### config.mk
export PLATFORM = sky130hd
export DESIGN_NAME = mem_port_arb
export DESIGN_NICKNAME = d
export VERILOG_FILES = /design/src/rtl/mem_port_arb_pkg.sv /design/src/rtl/mem_port_arb_fetch_line_buf.sv /design/src/rtl/mem_port_arb.sv
export SDC_FILE = /design/constraint.sdc
export NUM_CORES = 1
export LEC_CHECK = 0
export CAP_MARGIN = 30
export CELL_PAD_IN_SITES_DETAIL_PLACEMENT = 0
export CELL_PAD_IN_SITES_GLOBAL_PLACEMENT = 2
export CORE_MARGIN = 2
export CORE_UTILIZATION = 25
export CTS_CLUSTER_SIZE = 25
export DETAILED_ROUTE_END_ITERATION = 16
export PLACE_DENSITY_LB_ADDON = 0.1
export SETUP_SLACK_MARGIN = 0.15
export SLEW_MARGIN = 25
export SYNTH_ARGS = -nofsm -noshare
export SYNTH_HDL_FRONTEND = slang
export SYNTH_SLANG_ARGS = --single-unit
### constraint.sdc
create_clock -name clk -period 2.22 [get_ports clk]
set_input_delay 0.222 -clock clk [delete_from_list [all_inputs] [get_ports clk]]
set_output_delay 0.222 -clock clk [all_outputs]
set_load 0.01 [all_outputs]
### src/rtl/mem_port_arb_pkg.sv
// Shared definitions for the memory port arbiter: state encoding, the default
// data-streak limit and the program-counter bus range.
// Optional feature macro: ARB_FETCH_BUF_EN (one-entry fetch line buffer).
`ifndef PC_BUS
`define PC_BUS 31:0
`endif

package mem_port_arb_pkg;

  // Two-bit arbiter state encoding
  typedef enum logic [1:0] {
    ST_IDLE    = 2'd0,
    ST_IF_BUSY = 2'd1,
    ST_D_BUSY  = 2'd2
  } arb_state_t;

  // Consecutive data grants allowed while a fetch waits
  localparam int unsigned MAX_DSTREAK_DEF = 4;

  // Tag width of a 64-bit line address (bits [31:3])
  localparam int unsigned TAG_W = 29;

  // Align a byte address to its 64-bit instruction pair
  function automatic logic [31:0] line_addr(input logic [31:0] addr);
    return {addr[31:3], 3'b000};
  endfunction

endpackage

### src/rtl/mem_port_arb_fetch_line_buf.sv
// One-entry fetch line buffer: remembers the last completed fetch line so a
// repeated fetch of the same 64-bit pair can be answered without memory.
// Built only when ARB_FETCH_BUF_EN is defined.
`ifdef ARB_FETCH_BUF_EN
module fetch_line_buf
  import mem_port_arb_pkg::*;
(
  input  logic             clk,
  input  logic             rst,
  input  logic             fill,
  input  logic [TAG_W-1:0] fill_tag,
  input  logic [63:0]      fill_data,
  input  logic             inv,
  input  logic [TAG_W-1:0] inv_tag,
  input  logic [TAG_W-1:0] look_tag,
  output logic             hit,
  output logic [63:0]      data
);

  logic             valid;
  logic [TAG_W-1:0] tag;
  logic [63:0]      line;

  // Entry register: fill on fetch completion, drop on a write to the line
  always_ff @(posedge clk or negedge rst) begin
    if (!rst) begin
      valid <= 1'b0;
      tag   <= '0;
      line  <= '0;
    end else if (fill) begin
      valid <= 1'b1;
      tag   <= fill_tag;
      line  <= fill_data;
    end else if (inv && (inv_tag == tag)) begin
      valid <= 1'b0;
    end
  end

  // Lookup against the current fetch address
  always_comb begin
    hit  = valid && (tag == look_tag);
    data = line;
  end

endmodule
`endif

### src/rtl/mem_port_arb.sv
// Arbiter sharing one memory port between instruction fetch and data access.
// Data wins ties until MAX_DSTREAK consecutive data grants have been made
// while a fetch waits; then the fetch goes. A branch redirect makes an
// in-flight fetch stale so its completion is swallowed.
// Optional feature macro: ARB_FETCH_BUF_EN adds a one-entry fetch line buffer.
//
// Handshakes: d_req and its fields are held by the requester until the
// one-cycle d_ack; mem_req and its fields are held by this block until the
// memory answers with mem_ack, which is only meaningful while mem_req=1.
module mem_port_arb
  import mem_port_arb_pkg::*;
#(
  parameter int unsigned MAX_DSTREAK = MAX_DSTREAK_DEF,
  parameter int unsigned MEM_LAT_CHK = 0
) (
  input  logic           clk,
  input  logic           rst,
  input  logic           if_req,
  input  logic [`PC_BUS] if_addr,
  input  logic           branch_flag,
  output logic           inst_valid,
  output logic [63:0]    inst_out,
  output logic           if_stop,
  input  logic           d_req,
  input  logic           d_we,
  input  logic [31:0]    d_addr,
  input  logic [31:0]    d_wdata,
  input  logic [3:0]     d_be,
  output logic           d_ack,
  output logic [31:0]    d_rdata,
  output logic           mem_req,
  output logic           mem_we,
  output logic [31:0]    mem_addr,
  output logic [31:0]    mem_wdata,
  output logic [3:0]     mem_be,
  input  logic           mem_ack,
  input  logic [63:0]    mem_rdata,
  output logic [1:0]     dbg_state
);

  localparam int unsigned SW = $clog2(MAX_DSTREAK + 2);

  arb_state_t    state, state_nxt;
  logic [SW-1:0] dstreak;
  logic          drop;
  logic          drop_now;
  logic          inst_valid_q;
  logic          may_grant;
  logic          if_elig;
  logic          grant_d;
  logic          grant_f;
  logic          grant_mem_f;
  logic          grant_hit;
  logic          fetch_done;
  logic          buf_hit;
  logic [63:0]   buf_data;
  logic          unused_ok;

  // Address bits below the line and the reserved parameter carry no function
  assign unused_ok = ^{if_addr[2:0], 1'(MEM_LAT_CHK)};

`ifdef ARB_FETCH_BUF_EN
  fetch_line_buf u_line_buf (
    .clk       (clk),
    .rst       (rst),
    .fill      (fetch_done),
    .fill_tag  (mem_addr[31:3]),
    .fill_data (mem_rdata),
    .inv       (grant_d & d_we),
    .inv_tag   (d_addr[31:3]),
    .look_tag  (if_addr[31:3]),
    .hit       (buf_hit),
    .data      (buf_data)
  );
`else
  assign buf_hit  = 1'b0;
  assign buf_data = '0;
`endif

  // State register
  always_ff @(posedge clk or negedge rst) begin
    if (!rst) state <= ST_IDLE;
    else      state <= state_nxt;
  end

  // Next-state: leave IDLE on a memory grant, return on mem_ack
  always_comb begin
    state_nxt = state;
    case (state)
      ST_IDLE: begin
        if (grant_d)          state_nxt = ST_D_BUSY;
        else if (grant_mem_f) state_nxt = ST_IF_BUSY;
      end
      ST_IF_BUSY: if (mem_ack) state_nxt = ST_IDLE;
      ST_D_BUSY:  if (mem_ack) state_nxt = ST_IDLE;
      default:    state_nxt = ST_IDLE;
    endcase
  end

  // Grant decision: no grant while a completion pulse is out, no fetch on a redirect
  always_comb begin
    may_grant = (state == ST_IDLE) && !inst_valid_q && !d_ack;
    if_elig   = if_req && !branch_flag;
    grant_d   = 1'b0;
    grant_f   = 1'b0;
    if (may_grant) begin
      if (d_req && if_elig) begin
        if (dstreak == SW'(MAX_DSTREAK)) grant_f = 1'b1;
        else                             grant_d = 1'b1;
      end else if (d_req) begin
        grant_d = 1'b1;
      end else if (if_elig) begin
        grant_f = 1'b1;
      end
    end
    grant_hit   = grant_f && buf_hit;
    grant_mem_f = grant_f && !buf_hit;
    drop_now    = drop || branch_flag;
    fetch_done  = (state == ST_IF_BUSY) && mem_ack && !drop_now;
  end

  // Data streak counter; saturates so a blocked fetch keeps its turn
  always_ff @(posedge clk or negedge rst) begin
    if (!rst)                                       dstreak <= '0;
    else if (!if_req || grant_f)                    dstreak <= '0;
    else if (grant_d && dstreak != SW'(MAX_DSTREAK)) dstreak <= dstreak + SW'(1);
  end

  // Stale-fetch flag: set by a redirect during a fetch, cleared on return to IDLE
  always_ff @(posedge clk or negedge rst) begin
    if (!rst)                                       drop <= 1'b0;
    else if (state_nxt == ST_IDLE)                  drop <= 1'b0;
    else if (state == ST_IF_BUSY && branch_flag)    drop <= 1'b1;
  end

  // Memory port request and its fields, held from grant until mem_ack
  always_ff @(posedge clk or negedge rst) begin
    if (!rst) begin
      mem_req   <= 1'b0;
      mem_we    <= 1'b0;
      mem_addr  <= '0;
      mem_wdata <= '0;
      mem_be    <= '0;
    end else if (grant_d) begin
      mem_req   <= 1'b1;
      mem_we    <= d_we;
      mem_addr  <= d_addr;
      mem_wdata <= d_wdata;
      mem_be    <= d_be;
    end else if (grant_mem_f) begin
      mem_req   <= 1'b1;
      mem_we    <= 1'b0;
      mem_addr  <= line_addr(if_addr[31:0]);
      mem_wdata <= '0;
      mem_be    <= 4'hF;
    end else if (mem_req && mem_ack) begin
      mem_req   <= 1'b0;
    end
  end

  // Completion pulses and returned data for both requesters
  always_ff @(posedge clk or negedge rst) begin
    if (!rst) begin
      inst_valid_q <= 1'b0;
      inst_out     <= '0;
      d_ack        <= 1'b0;
      d_rdata      <= '0;
    end else begin
      inst_valid_q <= 1'b0;
      d_ack        <= 1'b0;
      if (fetch_done) begin
        inst_out     <= mem_rdata;
        inst_valid_q <= 1'b1;
      end else if (grant_hit) begin
        inst_out     <= buf_data;
        inst_valid_q <= 1'b1;
      end
      if (state == ST_D_BUSY && mem_ack) begin
        d_rdata <= d_addr[2] ? mem_rdata[31:0] : mem_rdata[63:32];
        d_ack   <= 1'b1;
      end
    end
  end

  // A redirect in the pulse cycle kills the instruction pair on the spot
  always_comb begin
    inst_valid = inst_valid_q && !branch_flag;
    if_stop    = if_req && !inst_valid;
    dbg_state  = state;
  end

endmodule

==> results.sh <==
export IMPL_crit_buf_inv=1
export IMPL_ys_top_cells_by_count="174 x dfrtp_1, 64 x mux2_2, 61 x mux2i_1"
export IMPL_avgSynthCellArea_um2=13.2
export IMPL_place_congestion=0.733
export IMPL_setup_tns_final_ps=0
export IMPL_fmax_ghz=0.520
export IMPL_p_sw_frac=0.315
export IMPL_fill_cells=2689
export IMPL_path_cells="inv_1 > ha_1 > or3b_4 > a211oi_2 > o22ai_1 > a311oi_1"
export IMPL_drc=0
export IMPL_p_int_mw=9.86
export IMPL_drt_iter0_drc=186
export IMPL_finalCriticalPeriod_ps=1920
export IMPL_synth_edf_count=0
export IMPL_comb_power_share=0.415
export IMPL_fin_crit_sh=0.866
export IMPL_rows=61
export IMPL_ys_seq_elements=174
export IMPL_ys_types=38
export IMPL_critical_path_arrival_ps=2230
export IMPL_cp_max_fo=5
export IMPL_grt_max_degree=75
export IMPL_fin_skew_ps=16.4
export IMPL_clock_sinks=174
export IMPL_rsz0062_at_grt="false"
export IMPL_cp_slowest_stage_delay_ps=440
export IMPL_p_switching_mw=4.53
export IMPL_worstMarginPinSlew_ps=467
export IMPL_whs_ps=294
export IMPL_yosysTopAreaCell="dfrtp_1"
export IMPL_hold_violations=0
export IMPL_vias=5429
export IMPL_antenna_found_initial=1
export IMPL_yosysMostFrequentCell="dfrtp_1"
export IMPL_outcome="finished clean"
export IMPL_initial_core_util=0.256
export IMPL_crit_required_ps=2530
export IMPL_wire_per_inst_um=17.3
export IMPL_final_nets=1055
export IMPL_setup_viol=0
export IMPL_busiest_layer="met2"
export IMPL_cts_buffers=17
export IMPL_ys_flop_type="dfrtp_1"
export IMPL_maxCapViolCount=0
export IMPL_clk_path_buf_depth=2
export IMPL_syn_area_um2=7160
export IMPL_dp_hpwl_um=15700
export IMPL_syn_num_nets=721
export IMPL_postCtsSetupRepairBufs=0
export IMPL_core_area_um2=28000
export IMPL_slowest_stage="dfrtp_1"
export IMPL_p_seq_frac=0.353
export IMPL_worst_setup_path_end_kind="register"
export IMPL_critPathKind="register to register"
export IMPL_h_tree_depth=4
export IMPL_relSlewSlack=0.689
export IMPL_grt_met3_usage=0.0564
export IMPL_gr_usage_met2=0.252
export IMPL_vdd_drop_max_mv=0.629
export IMPL_drive_gt1_frac=0.131
export IMPL_ant_nets=0
export IMPL_synth_top_area_share=0.608
export IMPL_async_reset_ff_frac=1.00
export IMPL_dieArea_um2=30000
export IMPL_portBuffers=338
export IMPL_path_delay_family="compound AO/OA/AOI/OAI gates"
export IMPL_ys_warn_count=0
export IMPL_syn2layout_area_growth_pct=62.4
export IMPL_p_per_area_nw_per_um2=1240
export IMPL_worst_skew_pair_late_latency_ps=420
export IMPL_fin_total_pwr_mw=14.4
export IMPL_clkSlewWorstSetupHoldPaths_ps=70
export IMPL_vias_per_cell=4.28
export IMPL_ios=342
export IMPL_clock_tree_root_cell="clkbuf_16"
export IMPL_grt_pass1_wl_um=34300
export IMPL_chipWidth_um=173
export IMPL_ys_seq_area_frac=0.608
export IMPL_grt_overflow_total=0
export IMPL_drt_pass1_iter_count=4
export IMPL_use_met1=0.167
export IMPL_cp_start_kind="register"
export IMPL_cts_tree="yes"
export IMPL_r2r_slack_ps=300
export IMPL_netlist_top_cells_area="dfrtp_1 61%, mux2_2 10%, mux2i_1 8.5%"
export IMPL_grt_pass1_vias=5949
export IMPL_synthCells=544
export IMPL_maxSlewViolCount=0
export IMPL_leakage_nw=5.17
export IMPL_min_path_type="input port to asynchronous set/reset pin"
export IMPL_grt_usage=0.145
export IMPL_die_h_um=173
export IMPL_wirelength_um=21900
export IMPL_clkPwrFrac=0.233
[cells in the final DEF (no fill, tap or decap), types with 2 or more instances in the layout]
cell,instances
a21oi_1,38
a22o_1,36
buf_12,7
buf_4,3
buf_6,2
bufinv_16,5
clkbuf_16,18
clkdlybuf4s50_1,336
dfrtp_1,173
ha_1,6
inv_1,7
inv_6,5
mux2_2,64
mux2i_1,60
nand2_1,32
nand2b_1,2
nor2_1,34
nor2b_1,2
o21ai_0,28
o22a_1,4
[flip-flops by register name, indices dropped and copies added, names as in the netlist]
name	flops
d_ack	1
d_rdata	32
dbg_state	2
drop	1
dstreak	3
inst_out	64
inst_valid_q	1
mem_addr	32
mem_be	4
mem_req	1
mem_wdata	32
mem_we	1
[cell type report]
class / count / area [µm²] / share of cell area
antenna: 1 / 2.50 / 0.000215
clock buffer: 18 / 429 / 0.0369
clock inverter: 13 / 221 / 0.0190
inverter: 7 / 26.3 / 0.00226
multi-input combinational: 327 / 2540 / 0.218
sequential: 174 / 4360 / 0.374
tap: 378 / 473 / 0.0407
timing repair buffer: 351 / 3590 / 0.308
[through the flow]
step | utilization | instance area, µm² | worst slack (ps) | instances
5_1_grt | 0.415 | 11600 | 174 | 1269
3_5_place_dp | 0.390 | 10900 | 163 | 1235
4_1_cts | 0.414 | 11600 | 221 | 1267
6_report | 0.415 | 11600 | 298 | 1269
3_3_place_gp | 0.390 | 10900 | 168 | 1235
2_1_floorplan | - | 7160 | 381 | 544
[per-layer routing]
metal | wire (µm) | share of wire
met1 | 8830 | 0.40
met2 | 11200 | 0.51
met3 | 1670 | 0.076
met4 | 235 | 0.011
met5 | 0 | 0
[power by group through the flow]
stage	clock, mW	sequential [mW]	combinational, mW
2_1_floorplan	0	5.66	2.01
3_3_place_gp	0	5.08	5.98
3_5_place_dp	0	5.13	6.02
4_1_cts	3.46	5.10	6.05
5_1_grt	3.62	5.25	6.45
6_report	3.35	5.08	5.96
[kinds of logic after synthesis]
| group | share of synthesized area |
|---|---|
| AO/OA/AOI/OAI | 0.103 |
| flip-flops | 0.608 |
| XOR/XNOR | 0.00122 |
| buffers and inverters | 0.0402 |
| adder cells (fa/ha/maj) | 0.0105 |
| AND/OR/NAND/NOR | 0.0519 |
| multiplexers | 0.186 |
[final timing paths]
kind                            depth (start not counted)           end          from
worst max register to register                          6          drop  dbg_state[1]
worst min-delay path                                    2  mem_addr[16]           rst
min in group clk                                        4   d_rdata[29]     d_addr[2]
max in group asynchronous                               3  inst_out[27]           rst
worst max-delay path                                    6          drop  dbg_state[1]
worst min register to register                          2  mem_addr[27]  mem_addr[27]
[what timing repair did]
| action | CTS | global route |
|---|---|---|
| endpoints found under the hold margin | 43 | 0 |
| setup endpoints to repair | 0 | 32 |
| hold buffers | 1 | 0 |
| gates resized for setup | 0 | 4 |
(Power assumes the default switching activity.)
